### src/rtl/updown_counter.sv
// Parametrised synchronous up/down counter with wrap/saturate modes,
// parallel load, terminal count and wrap/overflow status.
module updown_counter #(
  parameter int WIDTH    = 4,
  parameter int MAX      = 2**WIDTH-1,
  parameter int SATURATE = 0
) (
  input  logic             clk,
  input  logic             rst,
  input  logic             clear,
  input  logic             load,
  input  logic [WIDTH-1:0] load_val,
  input  logic             en,
  input  logic             up,
  output logic [WIDTH-1:0] count,
  output logic [WIDTH-1:0] count_n,
  output logic             tc,
  output logic             wrap,
  output logic             ovf
);

  // Comparisons run one bit wider so MAX = 2**WIDTH-1 and oversized loads compare cleanly.
  localparam logic [WIDTH:0]   MAX_EXT = (WIDTH+1)'(MAX);
  localparam logic [WIDTH-1:0] MAX_W   = MAX_EXT[WIDTH-1:0];
  localparam logic [WIDTH-1:0] ONE_W   = WIDTH'(1);

  logic [WIDTH:0]   count_ext;
  logic [WIDTH:0]   load_ext;
  logic             at_max;
  logic             at_zero;
  logic             event_hit;
  logic [WIDTH-1:0] next_count;

  always_comb begin
    count_ext = {1'b0, count};
    load_ext  = {1'b0, load_val};
    at_max    = (count_ext == MAX_EXT);
    at_zero   = (count == '0);
    tc        = en & (up ? at_max : at_zero);
    event_hit = tc & ~load;
    count_n   = ~count;
  end

  always_comb begin
    next_count = count;
    if (load) begin
      next_count = (load_ext > MAX_EXT) ? MAX_W : load_val;
    end else if (en) begin
      if (up) begin
        if (at_max) next_count = (SATURATE != 0) ? count : '0;
        else        next_count = count + ONE_W;
      end else begin
        if (at_zero) next_count = (SATURATE != 0) ? count : MAX_W;
        else         next_count = count - ONE_W;
      end
    end
  end

  always_ff @(posedge clk) begin
    if (rst || clear) begin
      count <= '0;
      wrap  <= 1'b0;
      ovf   <= 1'b0;
    end else begin
      count <= next_count;
      wrap  <= event_hit;
      if (event_hit) ovf <= 1'b1;
    end
  end

endmodule

### config.mk
export PLATFORM = sky130hd
export DESIGN_NAME = updown_counter
export DESIGN_NICKNAME = d
export VERILOG_FILES = /design/src/rtl/updown_counter.sv
export SDC_FILE = /design/constraint.sdc
export NUM_CORES = 1
export LEC_CHECK = 0
export ABC_AREA = 1
export CORE_MARGIN = 1
export CORE_UTILIZATION = 25
export DETAILED_ROUTE_END_ITERATION = 7
export GPL_TIMING_DRIVEN = 0
export PLACE_DENSITY = 0.56
export SLEW_MARGIN = 20
export SYNTH_ARGS = -nofsm -noshare
export SYNTH_HDL_FRONTEND = slang
export SYNTH_SLANG_ARGS = --single-unit
### constraint.sdc
create_clock -name clk -period 3.87 [get_ports clk]
set_clock_uncertainty 0.2 [all_clocks]
set_input_delay 0.5805 -clock clk [delete_from_list [all_inputs] [get_ports clk]]
set_output_delay 0.5805 -clock clk [all_outputs]
set_load 0.05 [all_outputs]
==> flow_summary.json <==
{
  "post_drt_wl_per_cell_microns": 9.99,
  "ys_types": 21,
  "fin_nets": 101,
  "cts_resized": 0,
  "final-hold-violation-count": 0,
  "core_area_sq_um": 1580,
  "p_sw_mw": 0.0653,
  "drive_above_1_share_pct": 16.1,
  "hold_class": "register to register",
  "highest_layer": "met3",
  "rows": 14,
  "sw_frac_of_total_pct": 34.0,
  "synth_top_cell_area_share_pct": 27.4,
  "synthCells": 64,
  "avgSynthCellArea_sq_um": 6.86,
  "fmax_ghz": 0.311,
  "ys_ff_latch": 6,
  "finalWirelength_microns": 1030,
  "drc_errors": 0,
  "crit_fanout": 5,
  "ant_nets": 0,
  "fin_crit_ns": 3.21,
  "grt_max_degree": 8,
  "via_per_inst": 4.61,
  "cts_setup_buffers": 0,
  "arrival_ns": 2.43,
  "grt_pass1_vias": 452,
  "yosys-top-cells-count": "nand2_1 (17), inv_1 (8), dfxtp_1 (6), nand3_1 (6), nor2_1 (5)",
  "worstSetupStartpointType": "input port",
  "crit_family": "buffers and inverters",
  "max_slew_margin_pct": 66.1,
  "diodes": 0,
  "critPathMaxStageDelay_ns": 0.82,
  "fp.dieW_microns": 43.9,
  "routed-wl-met2_microns": 476,
  "synth.most_common_cell": "nand2_1",
  "cts.clk_slew.worst_paths_ns": 0.05,
  "cts-hold-fix-buffers": 0,
  "drv_cap": 0,
  "rsz0062_at_grt": "false",
  "p_leak_nw": 0.281,
  "drv_slew": 0,
  "hpwl_microns": 831,
  "grt_pass1_wl_microns": 1840,
  "worst_path_most_repeated_cell": "clkdlybuf4s50_1",
  "slowest_stage": "clkdlybuf4s50_1",
  "fin_tns_setup_ns": 0,
  "cp-end-kind": "primary output",
  "fp.dieH_microns": 43.9,
  "crit_required_ns": 3.09,
  "clk_latency_ns": 0.24,
  "power_frac_clock_pct": 30.4,
  "vdd_drop_max_uv": 158,
  "dominantRegCellSynth": "dfxtp_1",
  "worstSetupPathType": "input port to primary output",
  "p_per_area_nw_per_um2": 282,
  "path_buf_inv": 3,
  "antenna_found_initial": 0,
  "p_comb_share_pct": 34.3,
  "setup_viol": 0,
  "io_buffers": 20,
  "yosysSeqAreaShare_pct": 27.4,
  "worst_pin_slew_ns": 0.506,
  "synth.largest_area_cell": "dfxtp_1",
  "ys_warn_count": 0,
  "gr-total-overflow": 0,
  "power.internal_mw": 0.127,
  "vias": 475,
  "syn_nets": 76,
  "cts_tree": "done",
  "status": "completed",
  "clockBufferDepth": 2,
  "wirelength_met1_microns": 501,
  "route.met3.wl_microns": 51,
  "layout.cells.non_filler": 103,
  "start_util_pct": 27.9,
  "crit_chain": "clkdlybuf4s50_1 > inv_1 > nand4_2 > a21oi_4 > clkdlybuf4s50_1",
  "routabilityCongestion": 0.768,
  "drt_iter0_drc": 12,
  "layout_worst_path_cycle_share_pct": 83.1,
  "netlist_area_sq_um": 439,
  "seqPwrFrac_pct": 35.3,
  "dp.cells": 100,
  "first_pass_iters": 6,
  "track_usage_pct": 12.9,
  "cts_root_buffer": "clkbuf_4",
  "syn2layout_area_growth_pct": 55.3,
  "cts_buffers": 3,
  "dieArea_sq_um": 1930,
  "clock-sinks": 6,
  "pin_count": 21,
  "utilization_pct": 43.3,
  "ctsHtreeMaxLevel": 1,
  "synth_edf_count": 0,
  "ys_async_sr_fraction_pct": 0,
  "synth_area_leaders": "dfxtp_1 (27%), nand2_1 (15%), nand3_1 (6.8%)"
}
-- worst reg2reg max path, cell delays in order, from the launching register on --
cell	delay (ns)
dfxtp_1	0.46
inv_1	0.13
ha_1	0.26
a21oi_1	0.15
nand2_1	0.06
nand3_1	0.08
nand3_1	0.07
nand2_1	0.06
a21oi_1	0.05
-- routing by layer --
| layer | global-route usage [%] | vias to the layer above |
|---|---|---|
| li1 | - | 253 |
| met1 | 16.1 | 209 |
| met2 | 20.3 | 13 |
| met3 | 6.67 | 0 |
| met4 | 1.82 | 0 |
| met5 | 0 | - |
-- cells by family (layout without fill, tap and decap cells) --
kind of cell	after synthesis	count (layout)	synth area share (%)
and+or+nand+nor	36	36	39.3
buffers and inverters	11	34	11.4
AOI/OAI and AO/OA	7	7	12.3
DFF	6	6	27.4
adders and majority gates	2	2	5.70
xor gates and xnor gates	2	2	3.99
-- cell usage in the layout, fill, tap and decap left out --
master           instances
a21oi_1                  2
a21oi_2                  1
a21oi_4                  1
a31oi_1                  3
buf_6                    1
clkbuf_1                 1
clkbuf_4                 3
clkdlybuf4s50_1         20
clkinv_2                 1
dfxtp_1                  6
ha_1                     2
inv_1                    8
nand2_1                 17
nand2_2                  3
nand3_1                  6
nand3_2                  1
nand4_1                  1
nand4_2                  1
nor2_1                   5
nor2_2                   1
or2_2                    1
xnor2_1                  1
xor2_1                   1
-- cell type report --
| class | instances | area, sq um |
|---|---|---|
| Fill cell | 171 | 895 |
| Tap cell | 16 | 20.0 |
| Inverter | 9 | 35.0 |
| Multi-Input combinational cell | 47 | 269 |
| Sequential cell | 6 | 120 |
| Buffer | 2 | 15.0 |
| Timing Repair Buffer | 20 | 200 |
| Clock buffer | 3 | 22.5 |
-- worst paths after layout --
path / cells after the start / to / slack (ns) / from
max: 5 / tc / 0.66 / up
min: 2 / ovf / 0.26 / ovf
max reg2reg: 8 / count[3] / 2.24 / count[0]
min reg2reg: 2 / ovf / 0.26 / ovf
-- registers in the layout (all words and copies together), names as in the netlist --
signal  count
count       4
ovf         1
wrap        1
-- power by group through the flow --
stage	combinational (mW)	clock [mW]	sequential (mW)
6_report	0.0659	0.0583	0.0679
5_1_grt	0.0720	0.0645	0.0683
4_1_cts	0.0665	0.0611	0.0679
3_5_place_dp	0.0663	0	0.0691
3_3_place_gp	0.0662	0	0.0691
2_1_floorplan	0.0341	0	0.0767
-- metrics by stage --
| step | hold WS, ns | setup slack (ns) | power [mW] | cell area [sq um] |
|---|---|---|---|---|
| finish | 0.261 | 0.656 | 0.192 | 682 |
| global route | 0.295 | 0.578 | 0.205 | 682 |
| CTS | 0.264 | 0.643 | 0.195 | 682 |
| detailed placement | 0.258 | 0.644 | 0.135 | 659 |
| global placement | 0.250 | 0.671 | 0.135 | 659 |
| floorplan | 0.487 | 1.29 | 0.111 | 439 |
Note: power is estimated with default switching activity, not from simulation.
